File: src/rtl/bcd_seg_scan.sv
// bcd_seg_scan: drives a multiplexed three-digit, common-anode seven-segment
// display from a packed BCD value.
//
// A prescaler divides clk into digit periods of SCAN_DIV cycles. A digit FSM
// (DIG0 ones -> DIG1 tens -> DIG2 hundreds) steps once per period. The first
// GUARD cycles of each period keep every anode off so that the previous
// digit's cathodes do not ghost onto the next digit.
//
// A new value is loaded into a pending register. It reaches the display
// register only at a frame boundary, so one frame never mixes two values.
//
// Ports:
//   clk    - sole clock, rising edge
//   reset  - synchronous, active-high reset
//   bcd    - [9:8] hundreds, [7:4] tens, [3:0] ones
//   load   - one-cycle strobe that samples bcd
//   blank  - level; 1 turns every anode off
//   an     - active-low anodes: [0] ones, [1] tens, [2] hundreds, [3] unused (1)
//   seg    - active-low cathodes {g,f,e,d,c,b,a}, registered
//   dp     - active-low decimal point, always off (1)
//
// Build option: define SEG_LEADING_ZERO_BLANK_EN to suppress leading zeros
// on the hundreds and tens digits. Anode timing does not change.
module bcd_seg_scan #(
  parameter int SCAN_DIV = 100000,
  parameter int GUARD    = 16
) (
  input  logic       clk,
  input  logic       reset,
  input  logic [9:0] bcd,
  input  logic       load,
  input  logic       blank,
  output logic [3:0] an,
  output logic [6:0] seg,
  output logic       dp
);

  localparam int CW = (SCAN_DIV > 1) ? $clog2(SCAN_DIV) : 1;
  localparam logic [CW-1:0] CNT_LAST  = CW'(SCAN_DIV - 1);
  localparam logic [CW-1:0] CNT_GUARD = CW'(GUARD);
  localparam logic [6:0]    SEG_OFF   = 7'b1111111;

  typedef enum logic [1:0] {DIG0 = 2'd0, DIG1 = 2'd1, DIG2 = 2'd2} dig_e;

  logic [CW-1:0] cnt_q, cnt_d;
  dig_e          dig_q, dig_d;
  logic [9:0]    pend_q, pend_d;
  logic [9:0]    disp_q, disp_d;
  logic [3:0]    an_q, an_d;
  logic [6:0]    seg_q, seg_d;

  logic       tick, frame, lz_blank;
  logic [3:0] nib;

  function automatic logic [6:0] dec7(input logic [3:0] n);
    case (n)
      4'd0:    dec7 = 7'b1000000;
      4'd1:    dec7 = 7'b1111001;
      4'd2:    dec7 = 7'b0100100;
      4'd3:    dec7 = 7'b0110000;
      4'd4:    dec7 = 7'b0011001;
      4'd5:    dec7 = 7'b0010010;
      4'd6:    dec7 = 7'b0000010;
      4'd7:    dec7 = 7'b1111000;
      4'd8:    dec7 = 7'b0000000;
      4'd9:    dec7 = 7'b0010000;
      default: dec7 = 7'b0111111;  // non-BCD nibble shows a dash
    endcase
  endfunction

  // Prescaler, digit FSM and value registers.
  always_comb begin
    tick   = (cnt_q == CNT_LAST);
    cnt_d  = tick ? '0 : cnt_q + 1'b1;
    dig_d  = dig_q;
    if (tick) begin
      case (dig_q)
        DIG0:    dig_d = DIG1;
        DIG1:    dig_d = DIG2;
        default: dig_d = DIG0;
      endcase
    end
    frame  = tick && (dig_q == DIG2);
    pend_d = load ? bcd : pend_q;
    // A load on the boundary cycle goes straight to the display.
    disp_d = disp_q;
    if (frame) disp_d = load ? bcd : pend_q;
  end

  // Output decode. These values are registered, so the pins show the
  // state as it was before the edge.
  always_comb begin
    case (dig_q)
      DIG0:    nib = disp_q[3:0];
      DIG1:    nib = disp_q[7:4];
      default: nib = {2'b00, disp_q[9:8]};
    endcase

    lz_blank = 1'b0;
`ifdef SEG_LEADING_ZERO_BLANK_EN
    case (dig_q)
      DIG2:    lz_blank = (disp_q[9:8] == 2'd0);
      DIG1:    lz_blank = (disp_q[9:8] == 2'd0) && (disp_q[7:4] == 4'd0);
      default: lz_blank = 1'b0;
    endcase
`endif

    // blank only gates the anodes. seg keeps following the digit.
    seg_d = lz_blank ? SEG_OFF : dec7(nib);

    an_d = 4'b1111;
    if (cnt_q >= CNT_GUARD && !blank) begin
      case (dig_q)
        DIG0:    an_d[0] = 1'b0;
        DIG1:    an_d[1] = 1'b0;
        default: an_d[2] = 1'b0;
      endcase
    end
  end

  // Reset takes priority, so a load in the reset cycle is dropped.
  always_ff @(posedge clk) begin
    if (reset) begin
      cnt_q  <= '0;
      dig_q  <= DIG0;
      pend_q <= '0;
      disp_q <= '0;
      an_q   <= 4'b1111;
      seg_q  <= SEG_OFF;
    end else begin
      cnt_q  <= cnt_d;
      dig_q  <= dig_d;
      pend_q <= pend_d;
      disp_q <= disp_d;
      an_q   <= an_d;
      seg_q  <= seg_d;
    end
  end

  assign an  = an_q;
  assign seg = seg_q;
  assign dp  = 1'b1;

endmodule
File: config.mk
export PLATFORM = sky130hd
export DESIGN_NAME = bcd_seg_scan
export DESIGN_NICKNAME = d
export VERILOG_FILES = /design/src/rtl/bcd_seg_scan.sv
export SDC_FILE = /design/constraint.sdc
export NUM_CORES = 1
export LEC_CHECK = 0
export ABC_AREA = 0
export BUFFER_PORTS_ARGS = -buffer_cell sky130_fd_sc_hd__buf_2
export CAP_MARGIN = 0
export CORE_UTILIZATION = 54
export CTS_BUF_LIST = sky130_fd_sc_hd__clkbuf_4 sky130_fd_sc_hd__clkbuf_8
export DETAILED_ROUTE_END_ITERATION = 6
export PLACE_DENSITY_LB_ADDON = 0.08
export SLEW_MARGIN = 10
export SYNTH_ARGS = -nofsm -noshare
export SYNTH_HDL_FRONTEND = slang
export SYNTH_SLANG_ARGS = --single-unit
File: constraint.sdc
create_clock -name clk -period 1.74 [get_ports clk]
set_clock_uncertainty 0.2 [all_clocks]
set_input_delay 0.348 -clock clk [delete_from_list [all_inputs] [get_ports clk]]
set_output_delay 0.348 -clock clk [all_outputs]
set_load 0.01 [all_outputs]
* Yosys cells after proc, flatten, opt, wreduce, memory -nomap -nowiden
Memories as Yosys holds them, arrays and structs flattened. A register that Yosys moved wholly into a read port is not among the register bits.
Cells that the tools add are included.
** Storage, ports and cells
- Register bits after elaboration :: 43
- ROM bits :: 112
- Logic and storage cells :: 26
- Memories :: 1
** Cells by class
- Add/subtract/negate cells :: 1
- Order comparisons :: 1
- Eq/ne operators :: 3
- Mux-type cells :: 6
- Bitwise operators :: 1
- Reduce and logical (&&, ||, !) cells :: 7
** Memories
- (name not given) :: words 16, bits a word 7, read ports 1, clocked after Yosys merged registers in 1, wr ports 0, line 56 : case (n)
** Operators by type and width (count)
- $add 17x1->17 const B :: 1
- $eq 17x17->1 const B :: 1
- $ge 17x5->1 const B :: 1
- $mux 10 :: 1
- $pmux 4 s2 :: 1
- $reduce_or 2->1 :: 3
- $pmux 2 s2 :: 1
- $mux 1 :: 3
- $eq 2x1->1 const B :: 1
- $eq 2x2->1 const B :: 1
- $logic_and 1x1->1 :: 2
- $logic_not 2->1 :: 1
- $logic_not 1->1 :: 1
- $not 1->1 :: 1

* Depth between registers and ports, before layout
Gate-level depths: netlist of run 1.
- Depth after elaboration :: 4
- Mapped depth :: 7
- Gate-level depth less buffers :: 6

* Least setup slack after synthesis of run 1
No wires, ideal clock.
- Path kind :: register to register
- From :: register cnt_q[0]
- To :: register disp_q[0]
- Setup time :: 121 ps
- Arrival time :: 1578 ps
- Data required time :: 1419 ps
- Path slack :: -159 ps
- Cell stages (with the launch flop) :: 7
- Buffers on the path :: 1
- Period minus slack after synthesis :: 1899 ps
- Path through :: dfxtp_1 ha_1 nand4_1 nor3_4 nand4b_2 buf_6 mux2_4
** Between the ends
- Cells in the longest elaborated chain, start to end :: 2
** Ends and longest elaborated chain
- from (decl) :: line 45 : logic [CW-1:0] cnt_q, cnt_d;
- from (signal assigned) :: line 131 : cnt_q <= cnt_d;
- $eq 17x17->1 :: line 73 : tick = (cnt_q == CNT_LAST);
- $logic_and 1x1->1 :: line 83 : frame = tick && (dig_q == DIG2);
- to (signal assigned) :: line 134 : disp_q <= disp_d;
- to (decl) :: line 48 : logic [9:0] disp_q, disp_d;
No other way between the ends.
A chain may end at the register's enable or synchronous reset.

* Worst setup path after layout of run 1
- From :: register cnt_q[1]
- To :: register disp_q[3]
Same word-level chain as after synthesis.

==> summary.txt, run 1 <==
Die
  • Die area: approximately 4500 um^2
  • Initial Util: 0.569
  • Die Span X: around 67 um
  • Die Y: roughly 67 um
  • Boundary pin count: 26
  • Cell Rows: 23
  • Core outline area: between 4000 and 5000 um^2

Logic synthesis
  • Synth async-reset ratio: 0
  • Post-synth top area share: 0.428
  • Synth top area cells: dfxtp_1 43%, mux2_4 6.6%, mux2i_1 6.1%
  • Mapped Cells: ~240
  • Synth Register Bits: 49
  • Main synth FF type: dfxtp_1
  • Post-synth EDFFs: 0
  • Sequential fraction of the synthesis area: 0.428
  • Syn Area/Cell: 9.47 um^2
  • Netlist cell types: 43
  • Warnings, synthesis: 0
  • Post-synth top cells: 49 x dfxtp_1, 32 x nor2_1, 14 x mux2i_1, 14 x nand3_1
  • Synth area leader: dfxtp_1
  • Most frequent cell after synthesis: dfxtp_1
  • Syn Std Cell Area: approximately 2300 um^2

Drt
  • Number of remaining DRC errors: 0
  • Initial DRC Count: roughly 150
  • Drt total wl: ~4700 um
  • Avg Vias per Cell: around 5.3
  • Via count: approximately 1,800
  • WL/cell: around 13 um
  • 1st-pass router iterations: 4
  • Post-route ant nets: 0

Min path
  • Startpoint of the worst hold path: blank
  • Hold Crit Depth: 3
  • Hold Path End: an[2]
  • Min-delay worst type: input port to flop

Clock network
  • H-tree depth: 2
  • Worst-case clock buffer depth: 2
  • Num CTS Buffers: 5
  • CTS Root Cell: clkbuf_8
  • Clk Latency, worst-skew pair: roughly 0.3 ns
  • Number of clock sinks: 49
  • CTS tree: built
  • Worst-path clk slew: ~0.090 ns

STA
  • Final Hold Fails: 0
  • Post-route setup TNS: 0 ns
  • Count of final max-slew check failures: 0
  • Final Setup Violations: 0
  • Final period utilization: 1.00
  • Slew margin rel.: 0.622
  • Highest clock rate: about 0.57 GHz
  • Unrepaired setup endpoints after global routing: true
  • Hold WS: 0.0738 ns
  • Tightest Pin Transition: between 0.5 and 0.6 ns
  • Setup slack after layout: about 0.00034 ns
  • Fin crit period: 1.74 ns

Critical path
  • CP required: 1.74 ns
  • CP Max Fanout: 10
  • Worst reg2reg path depth: 6
  • RR Endpoint: disp_q[3]
  • RR Startpoint: cnt_q[1]
  • R2R Setup Slk: ~0.00034 ns
  • Critical path endpoint category: flop
  • Crit Path Category: flop to flop
  • Critical Path AT: between 1.5 and 2 ns
  • Startpoint type of the worst setup path: flop

Global route
  • Largest net degree at the start of global routing: 32
  • Vias in the first global route: between 1,500 and 2,000
  • Antenna violations before repair: 0
  • First-pass GRT wire length: just over 7000 um
  • Overall Global Routing Usage: 0.218
  • GR Overflow Total: 0

Power
  • Pwr/cell area: roughly 680 nW/um^2
  • P_leak: 0.00125 uW
  • VDD IR max: about 0.59 mV

Flow run
  • Max-cap violations: 0

Run status
  • Outcome: finished clean

Placement
  • Placed cell area: between 2000 and 3000 um^2
  • Placer congestion estimate: slightly above 0.8
  • DP Worst Slack: -0.0121 ns
  • Final HPWL DP: approximately 3000 um
  • # port buffers: 23

Finish
  • Cell area after layout: roughly 2900 um^2
  • Area grow syn2layout: 25.7%
  • Nets@finish: between 300 and 400
  • Number of antenna repair diodes: 0
  • Layout cells sized above 1: 0.348
==> critical path, stage by stage (launching register included) <==
cell	delay [ns]
dfxtp_2	0.36
ha_4	0.13
nand4_1	0.15
nor3_4	0.18
nand4b_2	0.15
buf_12	0.18
mux2_4	0.29
==> kinds of logic after synthesis <==
kind of cell,after synthesis,share of synthesized area
AND/OR/NAND/NOR,102,0.249
XOR/XNOR,13,0.0497
multiplexers,24,0.127
flip-flops,49,0.428
other,1,0.00164
adder cells (fa/ha/maj),5,0.0273
buffers and inverters,25,0.0551
AO/OA/AOI/OAI,23,0.0622
==> flip-flops by register name, indices dropped and copies added, names as in the netlist <==
name,count
cnt_q,17
disp_q,10
pend_q,10
seg,7
an,3
dig_q,2
==> how the worst max path moves through the flow <==
| stage | endpoint | cells past startpoint | startpoint | slack (ns) |
|---|---|---|---|---|
| finish | disp_q[3] | 6 | cnt_q[1] | 0.0003 |
| detailed placement | cnt_q[16] | 6 | cnt_q[1] | -0.01 |
| global placement | cnt_q[16] | 6 | cnt_q[1] | -0.01 |
| CTS | disp_q[3] | 6 | cnt_q[1] | -0.02 |
| global route | disp_q[6] | 6 | cnt_q[1] | -0.06 |
| floorplan | disp_q[0] | 6 | cnt_q[10] | 0.01 |
==> placed cells by master, fill, tap and decap left out, types with 6 or more instances in the layout <==
| cell type | n |
|---|---|
| dfxtp_1 | 44 |
| buf_4 | 35 |
| nor2_1 | 32 |
| buf_2 | 23 |
| mux2i_1 | 14 |
| nand3_1 | 12 |
| nor2b_1 | 10 |
| mux2_4 | 10 |
| nand2_1 | 9 |
| inv_1 | 8 |
| xnor2_1 | 8 |
| nand4_1 | 8 |
| a21oi_1 | 7 |
| nor4_1 | 6 |
==> per-layer routing <==
metal | vias up | share of wire | track usage
met5 | - | 0 | 0
met4 | 0 | 0.013 | 0.0771
li1 | 929 | - | -
met2 | 50 | 0.44 | 0.318
met3 | 7 | 0.053 | 0.0507
met1 | 847 | 0.49 | 0.311
==> repair_timing <==
action                     4_1_cts  5_1_grt
pin swaps                        1       10
setup endpoints to repair       14       29
hold buffers                     0        0
setup buffers                    2        3
gates resized for setup          2       15
gates cloned                     0        1
==> area by class of cell <==
type	count	area (um^2)
well taps	50	62.6
repair buffers	62	454
inverters	8	30.0
clock buffers	6	76.3
clock inverters	2	15.0
multi-input cells	169	1250
flip-flops and latches	49	990
fillers	316	1150
==> through the flow <==
step | power, uW | util | cells
final | 1960 | 0.715 | 346
after global routing | 2050 | 0.715 | 346
after CTS | 1980 | 0.689 | 342
after detailed placement | 1300 | 0.661 | 332
after global placement | 1300 | 0.661 | 332
after floorplan | 1260 | - | 243
==> power breakdown <==
group          internal (uW)  total, uW  switching (uW)  leakage [uW]
Combinational           59.4        125            65.8      0.000811
Clock                    299        682             383     0.0000408
Sequential              1150       1160            10.1      0.000402
(Power assumes the default switching activity.)
==> inputs of run 2 (changes only) <==
- BUFFER_PORTS_ARGS: -buffer_cell sky130_fd_sc_hd__buf_2 -> default
- CORE_UTILIZATION: 54 -> 55
- DONT_BUFFER_PORTS: default -> 1
==> summary.txt, run 2 (synthesis gave the netlist of run 1 again) <==
STA
  • Highest clock rate: 0.566 GHz
  • Final period utilization: 1.01
  • Tightest Pin Transition: between 0.7 and 0.8 ns
  • Slew margin rel.: 0.530
  • Final Hold Fails: 0
  • Setup slack after layout: -0.0257 ns
  • Unrepaired setup endpoints after global routing: true
  • Final Setup Violations: 11
  • Hold WS: roughly 0.050 ns
  • Count of final max-slew check failures: 0
  • Fin crit period: about 1.8 ns

Clock network
  • Worst-path clk slew: 0.10 ns
  • CTS Root Cell: clkbuf_8
  • Num CTS Buffers: 5
  • Worst-case clock buffer depth: 2
  • Number of clock sinks: slightly below 50
  • Post-CTS Setup Repair Bufs: 0
  • H-tree depth: 2
  • CTS tree: built
  • Clk Latency, worst-skew pair: just over 0.3 ns

Finish
  • Nets@finish: 290
  • Most frequent cells in the layout: 45 x dfxtp_1, 32 x nor2_1, 31 x buf_4
  • Max reg flops: 17
  • Commonest non-fill, non-tap cell in the layout: dfxtp_1
  • Layout cells sized above 1: 0.250
  • Biggest register: cnt_q
  • Biggest regs: cnt_q (17), disp_q (10), pend_q (10)
  • Area grow syn2layout: 19.4%
  • Number of antenna repair diodes: 0

Power
  • VDD IR max: approximately 0.57 mV
  • P_leak: 0.00122 uW
  • Clock power frac: 0.350
  • Switching Share: 0.233
  • Total internal power: approximately 1500 uW
  • Pwr/cell area: roughly 700 nW/um^2
  • Power share of the combinational group: 0.048
  • Seq pwr share: 0.602
  • Sw Pwr: 449 uW
  • Overall power after layout: around 1900 uW

Flow run
  • Max-cap violations: 0

Global route
  • Overall Global Routing Usage: 0.216
  • Largest net degree at the start of global routing: 17
  • Antenna violations before repair: 0
  • Vias in the first global route: 1,608
  • GR Overflow Total: 0
  • First-pass GRT wire length: 7130 um

Critical path
  • Slowest CP cell: dfxtp_2
  • Crit Path Category: flop to flop
  • Critical path endpoint category: flop
  • Critical Path AT: 1.77 ns
  • CP cell instances: ha_4 > nand4_1 > nor3_4 > nand4b_4 > buf_12 > mux2_4
  • Largest stage delay on the critical path: ~0.36 ns
  • Startpoint type of the worst setup path: flop
  • CP required: between 1.5 and 2 ns
  • CP Max Fanout: 10

Placement
  • Final HPWL DP: a little over 3000 um
  • Placer congestion estimate: 0.900
  • DP Worst Slack: -0.0231 ns
  • # port buffers: 0

Drt
  • Initial DRC Count: between 90 and 100
  • Number of remaining DRC errors: 0
  • Drt total wl: 4400 um
  • 1st-pass router iterations: 4
  • WL/cell: about 14 um
  • Avg Vias per Cell: roughly 5.6
  • Via count: about 1,800
  • Post-route ant nets: 0

Die
  • Core outline area: 4000 um^2
  • Initial Util: 0.573
  • Die area: about 4400 um^2
  • Boundary pin count: 26
  • Cell Rows: 23
  • Die Y: ~67 um
  • Die Span X: 66.6 um

Run status
  • Failing checks: negative setup slack
  • Outcome: complete, but fails checks

Min path
  • Min-delay worst type: input port to flop
run 2: changes by cell type in the layout (fill, tap and decap cells not counted), sizes merged:
cell / previous run / this run
clkbuf: 7 / 5
clkinvlp: 2 / 0
dlymetal6s4s: 0 / 1
buf: 61 / 32
clkinv: 0 / 3
dlygate4sd3: 0 / 5
run 2: cell type report:
| type | instances | area (um^2) |
|---|---|---|
| Clock inverter | 3 | 22.5 |
| Multi-Input combinational cell | 169 | 1250 |
| Tap cell | 50 | 62.6 |
| Inverter | 8 | 30.0 |
| Timing Repair Buffer | 38 | 315 |
| Fill cell | 326 | 1260 |
| Clock buffer | 5 | 68.8 |
| Sequential cell | 49 | 988 |
run 2: final timing paths:
kind,from,end,slack [ns],depth (start not counted)
worst max-delay path,cnt_q[1],disp_q[7],-0.03,6
worst max register to register,cnt_q[1],disp_q[7],-0.03,6
worst min register to register,pend_q[7],pend_q[7],0.34,2
worst min-delay path,bcd[8],pend_q[8],0.05,2
run 2: layer usage:
layer / wire [um] / vias to the layer above / global-route usage / share of wire
met1: 2120 / 849 / 0.290 / 0.48
met5: 0 / - / 0 / 0
met4: 104 / 0 / 0.101 / 0.024
met3: 178 / 12 / 0.0514 / 0.040
li1: - / 893 / - / -
met2: 2000 / 48 / 0.324 / 0.45
run 2: critical path, delay by kind of cell, from the launching register on:
family	cells	cell delay [ns]
multiplexers	1	0.29
AND/OR/NAND/NOR	3	0.51
adder cells (fa/ha/maj)	1	0.14
flip-flops	1	0.36
buffers and inverters	1	0.17
run 2: power groups by stage:
stage,combinational [uW],clock (uW),sequential [uW]
CTS,90.0,691,1160
finish,92.0,676,1160
floorplan,64.6,0,1190
global placement,70.2,0,1190
detailed placement,72.2,0,1190
global route,101,724,1160
run 2: what timing repair did:
| action | in CTS | in global routing |
|---|---|---|
| hold buffers | 6 | 0 |
| endpoints found under the hold margin | 22 | 0 |
| resized for setup | 3 | 10 |
| setup endpoints to repair | 11 | 19 |
| gates cloned | 0 | 0 |
| pin swaps | 0 | 4 |
run 2: metrics by stage:
| step | std cells | instance area, um^2 | setup TNS (ns) | util |
|---|---|---|---|---|
| 6_report | 322 | 2740 | -0.209 | 0.684 |
| 5_1_grt | 322 | 2740 | -0.768 | 0.684 |
| 4_1_cts | 322 | 2690 | -0.302 | 0.673 |
| 3_5_place_dp | 308 | 2530 | -0.194 | 0.632 |
| 3_3_place_gp | 308 | 2530 | 0 | 0.632 |
| 2_1_floorplan | 243 | 2310 | 0 | - |
==> inputs of run 3 (changes only) <==
- clock period: 1.74 -> 1.85 ns (I/O delays scaled with it)
==> summary.txt, run 3 (synthesis gave the netlist of run 1 again) <==
Run status
  • Outcome: finished clean

Min path
  • Hold Crit Depth: 2
  • Min-delay worst type: input port to flop
  • Hold Path End: seg[5]
  • Startpoint of the worst hold path: reset

Clock network
  • Number of clock sinks: between 40 and 50
  • Worst-path clk slew: ~0.1 ns
  • Worst-case clock buffer depth: 2
  • CTS Root Cell: clkbuf_8
  • H-tree depth: 2
  • Num CTS Buffers: 5
  • Post-CTS Setup Repair Bufs: 0
  • CTS tree: built
  • Clk Latency, worst-skew pair: about 0.3 ns

Finish
  • Nets@finish: ~280
  • Layout cells sized above 1: 0.202
  • Max reg flops: 17
  • Area grow syn2layout: 12.9%
  • Biggest register: cnt_q
  • Commonest non-fill, non-tap cell in the layout: dfxtp_1
  • Sequential standard cell area: 983 um^2
  • Fill cells: between 300 and 400
  • Area of the multi-input gates: roughly 1200 um^2
  • Number of antenna repair diodes: 0
  • Most frequent cells in the layout: 47 x dfxtp_1, 32 x nor2_1, 19 x buf_4
  • Biggest regs: cnt_q (17), disp_q (10), pend_q (10)
  • Fin cells: between 300 and 400

STA
  • Final Hold Fails: 0
  • Final period utilization: 0.958
  • Slew margin rel.: 0.537
  • Unrepaired setup endpoints after global routing: false
  • Highest clock rate: 0.564 GHz
  • Tightest Pin Transition: between 0.6 and 0.7 ns
  • Post-route setup TNS: 0 ns
  • Fin crit period: 1.77 ns
  • Count of final max-slew check failures: 0
  • Final Setup Violations: 0

Critical path
  • Worst reg2reg path depth: 6
  • CP required: 1.85 ns
  • Crit Path Category: flop to flop
  • R2R Setup Slk: 0.08 ns
  • RR Endpoint: disp_q[6]
  • Critical Path AT: 1.78 ns
  • Critical path endpoint category: flop
  • Startpoint type of the worst setup path: flop
  • CP Max Fanout: 10
  • RR Startpoint: cnt_q[0]

Drt
  • Avg Vias per Cell: between 5 and 6
  • WL/cell: about 14 um
  • Drt total wl: approximately 4400 um
  • Via count: 1,702
  • Number of remaining DRC errors: 0
  • 1st-pass router iterations: 4
  • Post-route ant nets: 0
  • Initial DRC Count: 139

Placement
  • Placed Cells: 297
  • Placer congestion estimate: slightly below 0.8
  • # port buffers: 0
  • Final HPWL DP: 3140 um

Die
  • Initial Util: 0.573
  • Die Y: roughly 67 um
  • Boundary pin count: 26
  • Die area: approximately 4400 um^2
  • Core outline area: 4000 um^2
  • Die Span X: between 60 and 70 um
  • Cell Rows: 23

Global route
  • Vias in the first global route: about 1,600
  • First-pass GRT wire length: 7210 um
  • Antenna violations before repair: 0
  • Largest net degree at the start of global routing: 20
  • Overall Global Routing Usage: 0.217
  • GR Overflow Total: 0

Power
  • P_leak: about 0.0011 uW
  • VDD IR max: roughly 0.4 mV
  • Pwr/cell area: slightly above 700 nW/um^2

Flow run
  • Max-cap violations: 0
## run 3: worst max path at each step
stage / start / cells past startpoint / slack (ns) / endpoint
2_1_floorplan: cnt_q[0] / 7 / 0.04 / cnt_q[10]
3_3_place_gp: dig_q[0] / 5 / 0.08 / seg[5]
3_5_place_dp: cnt_q[0] / 6 / 0.06 / cnt_q[16]
4_1_cts: cnt_q[0] / 6 / 0.02 / cnt_q[16]
5_1_grt: cnt_q[0] / 6 / 0.001 / cnt_q[12]
6_report: cnt_q[0] / 6 / 0.08 / disp_q[6]
## run 3: report_power, final
| group | internal, uW | switching [uW] |
|---|---|---|
| Sequential | 1080 | 12.2 |
| Clock | 273 | 376 |
| Combinational | 40.1 | 43.2 |
| Total | 1390 | 432 |
## run 3: area by class of cell
type	instances	area share
multi-input cells	169	0.469
flip-flops and latches	49	0.380
repair buffers	23	0.0793
clock buffers	5	0.0266
well taps	50	0.0242
inverters	8	0.0116
clock inverters	3	0.00967
## run 3: metal layers
layer,up-vias,global-route usage,part of all wire
li1,856,-,-
met1,786,0.302,0.50
met2,55,0.308,0.44
met3,5,0.0548,0.051
met4,0,0.101,0.012
met5,-,0,0
## run 3: what timing repair did
action | in CTS | in global routing
setup endpoints to repair | 0 | 30
resized for setup | 0 | 8
hold buffers | 2 | 0
endpoints found under the hold margin | 20 | 0
## run 3: critical path, stage by stage (launching register included)
cell	delay (ns)
dfxtp_1	0.34
ha_1	0.18
nand4_1	0.16
nor3_4	0.18
nand4b_2	0.14
buf_12	0.17
mux2_4	0.29
## run 3: per-stage QoR
| stage | area [um^2] | util | hold WS, ns | setup WS, ns | power (uW) |
|---|---|---|---|---|---|
| floorplan | 2300 | - | 0.242 | 0.0352 | 1180 |
| CTS | 2560 | 0.640 | 0.0225 | 0.0239 | 1840 |
| global route | 2590 | 0.647 | 0.0121 | 0.00131 | 1900 |
| finish | 2590 | 0.647 | 0.00205 | 0.0783 | 1820 |
| global placement | 2440 | 0.611 | 0.247 | 0.0835 | 1180 |
| detailed placement | 2440 | 0.611 | 0.247 | 0.0639 | 1190 |
